### config.mk
export PLATFORM = sky130hd
export DESIGN_NAME = jk_bank_sequencer
export DESIGN_NICKNAME = d
export VERILOG_FILES = /design/src/rtl/jk_bank_sequencer.sv
export SDC_FILE = /design/constraint.sdc
export NUM_CORES = 1
export LEC_CHECK = 0
export CAP_MARGIN = 20
export CORE_ASPECT_RATIO = 2
export CORE_UTILIZATION = 46
export DETAILED_ROUTE_END_ITERATION = 6
export PLACE_DENSITY = 0.84
export REMOVE_ABC_BUFFERS = 1
export SLEW_MARGIN = 20
export SYNTH_ARGS = -nofsm -noshare
export SYNTH_HDL_FRONTEND = slang
export SYNTH_SLANG_ARGS = --single-unit
### constraint.sdc
create_clock -name clk -period 3.3 [get_ports clk]
set_clock_uncertainty 0.2 [all_clocks]
set_input_delay 0.495 -clock clk [delete_from_list [all_inputs] [get_ports clk]]
set_output_delay 0.495 -clock clk [all_outputs]
set_load 0.005 [all_outputs]
### src/rtl/jk_bank_sequencer.sv
// Bank of WIDTH JK flip-flops shared by two requesters over a 4-phase
// req/ack handshake. Round-robin arbitration picks a winner. The winner's
// masked JK operation is applied for one cycle. The synchronous preset
// overrides every bank update.
//
// state | meaning
// IDLE  | waiting for a request; arbitrate and latch the winner's J/K drive
// APPLY | J/K driven to the bank for exactly one cycle
// ACK   | ack of the granted requester high until its req is sampled low

module jk_bank_sequencer #(
    parameter int WIDTH = 8
) (
    input  logic             clk,
    input  logic             reset,
    input  logic             set,
    input  logic             req0,
    input  logic [1:0]       op0,
    input  logic [WIDTH-1:0] mask0,
    output logic             ack0,
    input  logic             req1,
    input  logic [1:0]       op1,
    input  logic [WIDTH-1:0] mask1,
    output logic             ack1,
    output logic [WIDTH-1:0] j,
    output logic [WIDTH-1:0] k,
    output logic [WIDTH-1:0] q,
    output logic [WIDTH-1:0] qbar,
    output logic             busy,
    output logic             gnt_id
);

    typedef enum logic [1:0] {
        IDLE  = 2'd0,
        APPLY = 2'd1,
        ACK   = 2'd2
    } state_t;

    state_t           state_q, state_d;
    logic             gnt_q, gnt_d;
    logic [WIDTH-1:0] j_q, j_d;
    logic [WIDTH-1:0] k_q, k_d;
    logic [WIDTH-1:0] bank_q, bank_d;
    logic [WIDTH-1:0] bank_n_q;
    logic             ack0_q, ack0_d;
    logic             ack1_q, ack1_d;

    logic             win_valid;
    logic             win_id;
    logic [1:0]       sel_op;
    logic [WIDTH-1:0] sel_mask;
    logic             gnt_req;

    // Arbitration, next state, and the registered J/K/ack drive.
    // The winner's op/mask are latched already encoded as the J/K drive.
    always_comb begin
        state_d   = state_q;
        gnt_d     = gnt_q;
        j_d       = '0;
        k_d       = '0;
        ack0_d    = 1'b0;
        ack1_d    = 1'b0;
        win_valid = 1'b0;
        win_id    = 1'b0;
        sel_op    = 2'b00;
        sel_mask  = '0;
        gnt_req   = gnt_q ? req1 : req0;

        case (state_q)
            IDLE: begin
                if (req0 && req1) begin
                    win_valid = 1'b1;
                    win_id    = ~gnt_q;
                end else if (req0) begin
                    win_valid = 1'b1;
                    win_id    = 1'b0;
                end else if (req1) begin
                    win_valid = 1'b1;
                    win_id    = 1'b1;
                end
                if (win_valid) begin
                    sel_op   = win_id ? op1 : op0;
                    sel_mask = win_id ? mask1 : mask0;
                    gnt_d    = win_id;
                    j_d      = sel_mask & {WIDTH{sel_op[1]}};
                    k_d      = sel_mask & {WIDTH{sel_op[0]}};
                    state_d  = APPLY;
                end
            end
            APPLY: begin
                ack0_d  = ~gnt_q;
                ack1_d  = gnt_q;
                state_d = ACK;
            end
            ACK: begin
                if (gnt_req) begin
                    ack0_d = ~gnt_q;
                    ack1_d = gnt_q;
                end else begin
                    state_d = IDLE;
                end
            end
            default: state_d = IDLE;
        endcase
    end

    // Bank update: J/K are zero outside APPLY, so the bank holds there;
    // preset wins over any JK update on the same edge.
    always_comb begin
        bank_d = (j_q & ~bank_q) | (~k_q & bank_q);
        if (set) begin
            bank_d = '1;
        end
    end

    // State, grant, drive and bank registers; qbar is kept as its own register.
    always_ff @(posedge clk or posedge reset) begin
        if (reset) begin
            state_q  <= IDLE;
            gnt_q    <= 1'b1;
            j_q      <= '0;
            k_q      <= '0;
            bank_q   <= '0;
            bank_n_q <= '1;
            ack0_q   <= 1'b0;
            ack1_q   <= 1'b0;
        end else begin
            state_q  <= state_d;
            gnt_q    <= gnt_d;
            j_q      <= j_d;
            k_q      <= k_d;
            bank_q   <= bank_d;
            bank_n_q <= ~bank_d;
            ack0_q   <= ack0_d;
            ack1_q   <= ack1_d;
        end
    end

    assign ack0   = ack0_q;
    assign ack1   = ack1_q;
    assign j      = j_q;
    assign k      = k_q;
    assign q      = bank_q;
    assign qbar   = bank_n_q;
    assign busy   = (state_q != IDLE);
    assign gnt_id = gnt_q;

endmodule

==> results.md <==
* CP endpoint kind: output pin
* Final period util at a little over 70%
* GRT Overall Usage at between 10% and 20%
* WP data arrival at roughly 1.7 ns
* Input/output buffers at 60
* GPL Wtd Cong at just over 0.7
* Std-Cell Rows at 29
* Vias in the first global route at roughly 1,200
* Clock Root Buffer: clkbuf_8
* PostCTS Resize Cnt at 0
* Syn Area/Cell at about 12 um2
* Post-synth EDFFs at 0
* Cells after Synth at ~130
* DRT Pass-1 Iters at 4
* Initial antenna violation count at 0
* Hold/Removal Path Class: register to register
* DRC viols at 0
* RSZ-0062 raised after global routing: no
* CTS tree: built
* Achievable Freq at 418 MHz
* Pin count of the biggest net entering global routing at 38
* Antenna Violating Nets Remaining at 0
* Grt ovf at 0
* Power Density at about 640 mW/mm2
* Maximum vdd drop at 0.385 mV
* Yosys cell types at 21
* Req. time, crit path at about 2.6 ns
* Ys Warns at 0
* Die X at ~43 um
* NumNets Final at 221
* Async SR Flop Fraction at 100%
* DRT Wirelength at 3050 um
* CORE AREA at about 0.0032 mm2
* Number of H-tree levels at 2
* Crit path max fanout at 10
* Setup WS pre-CTS at roughly 0.76 ns
* Global-route wire length before repair at between 5000 and 6000 um
* Final Non-Filler Cells at ~220
* Mean routed wirelength per cell at 13.6 um
* Syn Std Cell Area at between 0.0015 and 0.002 mm2
* Die H at 83.8 um
* Iteration-0 DRC Markers at 17
* Clk sink count at 37
* Setup Crit Path Kind: register to output pin
* I/O Pins at 61
* Measured slew at the worst slew-check pin at between 0.8 and 0.9 ns
* Die area at between 0.003 and 0.004 mm2
* Fillers at approximately 240
* Dpl cells at roughly 220
* Post-DP HPWL at roughly 2400 um
* Final setup margin at ~0.9 ns
* Final Hold Fails at 0
* Max Slew Vio Count at 0
* Initial Utilization at between 40 and 50%
* P_leak at around 0.94 nW
* Max Cap Violations at 0
* Clock buffer count from CTS at 5
* Setup bufs post-CTS at 0
* Ant diodes at 0
* Ratio of cells with drive above 1 in the final layout at 10.9%
* Final min period at around 2.4 ns
* Post-synthesis sequential area ratio at 60.9%
* Most used DFF post-synth: dfrtp_1
* Worst setup SP type: register
* Commonest non-fill, non-tap cell in the layout: clkdlybuf4s50_1
* Yosys reg bits at 37
* Worst-Skew Late Latency at roughly 0.28 ns
* Via Count at around 1,100
* Area delta synth->final at 46.0%
* Reg clk slew, reported paths at about 0.060 ns
* Maximum root-to-sink buffer count at 2
* Setup Viol. Count Final at 0
* Final setup TNS at 0 ns
* Relative slew slack at between 40% and 50%
* Leading cell types in the layout, fill and taps excluded: clkdlybuf4s50_1, dfrtp_1, nor2_1
* CTS hold repair buffers at 0
* Post-DR vias/cell at between 4 and 5
* Status: completed
==> layout make-up <==
cell class | count | area, um2 | area share (%)
timing repair buffer | 61 | 608 | 27.1
clock buffer | 8 | 80.1 | 3.56
sequential | 37 | 937 | 41.7
tap | 31 | 38.8 | 1.73
inverter | 4 | 15.0 | 0.668
multi-input combinational | 83 | 568 | 25.3
==> critical path: stages, from the launching register on <==
cell	delay, ns
dfrtp_1	0.41
inv_1	0.11
ha_1	0.36
inv_1	0.08
clkdlybuf4s50_1	0.46
==> cells by family after synthesis <==
group | count (synthesis) | synth area share, %
simple gates | 51 | 16.3
mux | 11 | 7.81
flops | 37 | 60.9
fa+ha+maj | 4 | 3.25
buf+inv | 7 | 2.19
compound gates | 17 | 9.59
==> sequential cells by signal, summed over array words and instances, names as in the netlist <==
signal and count:
ack0 1, ack1 1, gnt_id 1, j 8
k 8, q 8, qbar 8, state_q 2
==> power by group <==
| part | switching [mW] | internal, mW | leakage [nW] |
|---|---|---|---|
| registers | 0.0608 | 0.561 | 0.437 |
| logic | 0.222 | 0.303 | 0.460 |
| clock network | 0.137 | 0.150 | 0.0395 |
==> stage by stage <==
| step | util [%] | total power, mW | area [um2] | hold slack (ns) |
|---|---|---|---|---|
| CTS | 70.4 | 1.45 | 2250 | 0.347 |
| detailed placement | 67.9 | 1.16 | 2170 | 0.329 |
| floorplan | - | 0.887 | 1520 | 0.309 |
| global route | 70.4 | 1.53 | 2250 | 0.377 |
| finish | 70.4 | 1.43 | 2250 | 0.354 |
| global placement | 67.9 | 1.14 | 2170 | 0.332 |
==> final timing paths <==
check / from / to / slack [ns] / cells after the start
hold reg to reg: state_q[1] / state_q[1] / 0.35 / 1
max in group asynchronous: reset / qbar[3] / 2.14 / 3
setup / recovery: state_q[0] / busy / 0.91 / 4
hold / removal: state_q[1] / state_q[1] / 0.35 / 1
min in group asynchronous: reset / q[6] / 0.42 / 3
setup reg to reg: state_q[0] / k[5] / 1.48 / 5
==> cells in the mapped netlist, types with 2 or more instances <==
cell type  instances  area (um2)
a21oi_1            3        15.0
a32oi_4            2        55.1
and2_1             4        25.0
clkbuf_1           2        7.51
dfrtp_1           28         701
dfstp_2            9         236
ha_1               4        50.1
inv_1              4        15.0
mux2_4             2        30.0
mux2i_1            9        90.1
nand2_1            9        33.8
nand2b_1          10        62.6
nor2_1            19        71.3
nor2b_1            8        50.1
o21ai_0            8        40.0
==> routing by layer <==
layer  up-vias  track usage (%)  part of all wire [%]
met5         -                0                     0
met3         7             4.98                   4.7
met1       530             16.9                    32
met4         0             11.1                   2.6
met2        39             36.9                    61
li1        542                -                     -
(Power assumes the default switching activity.)
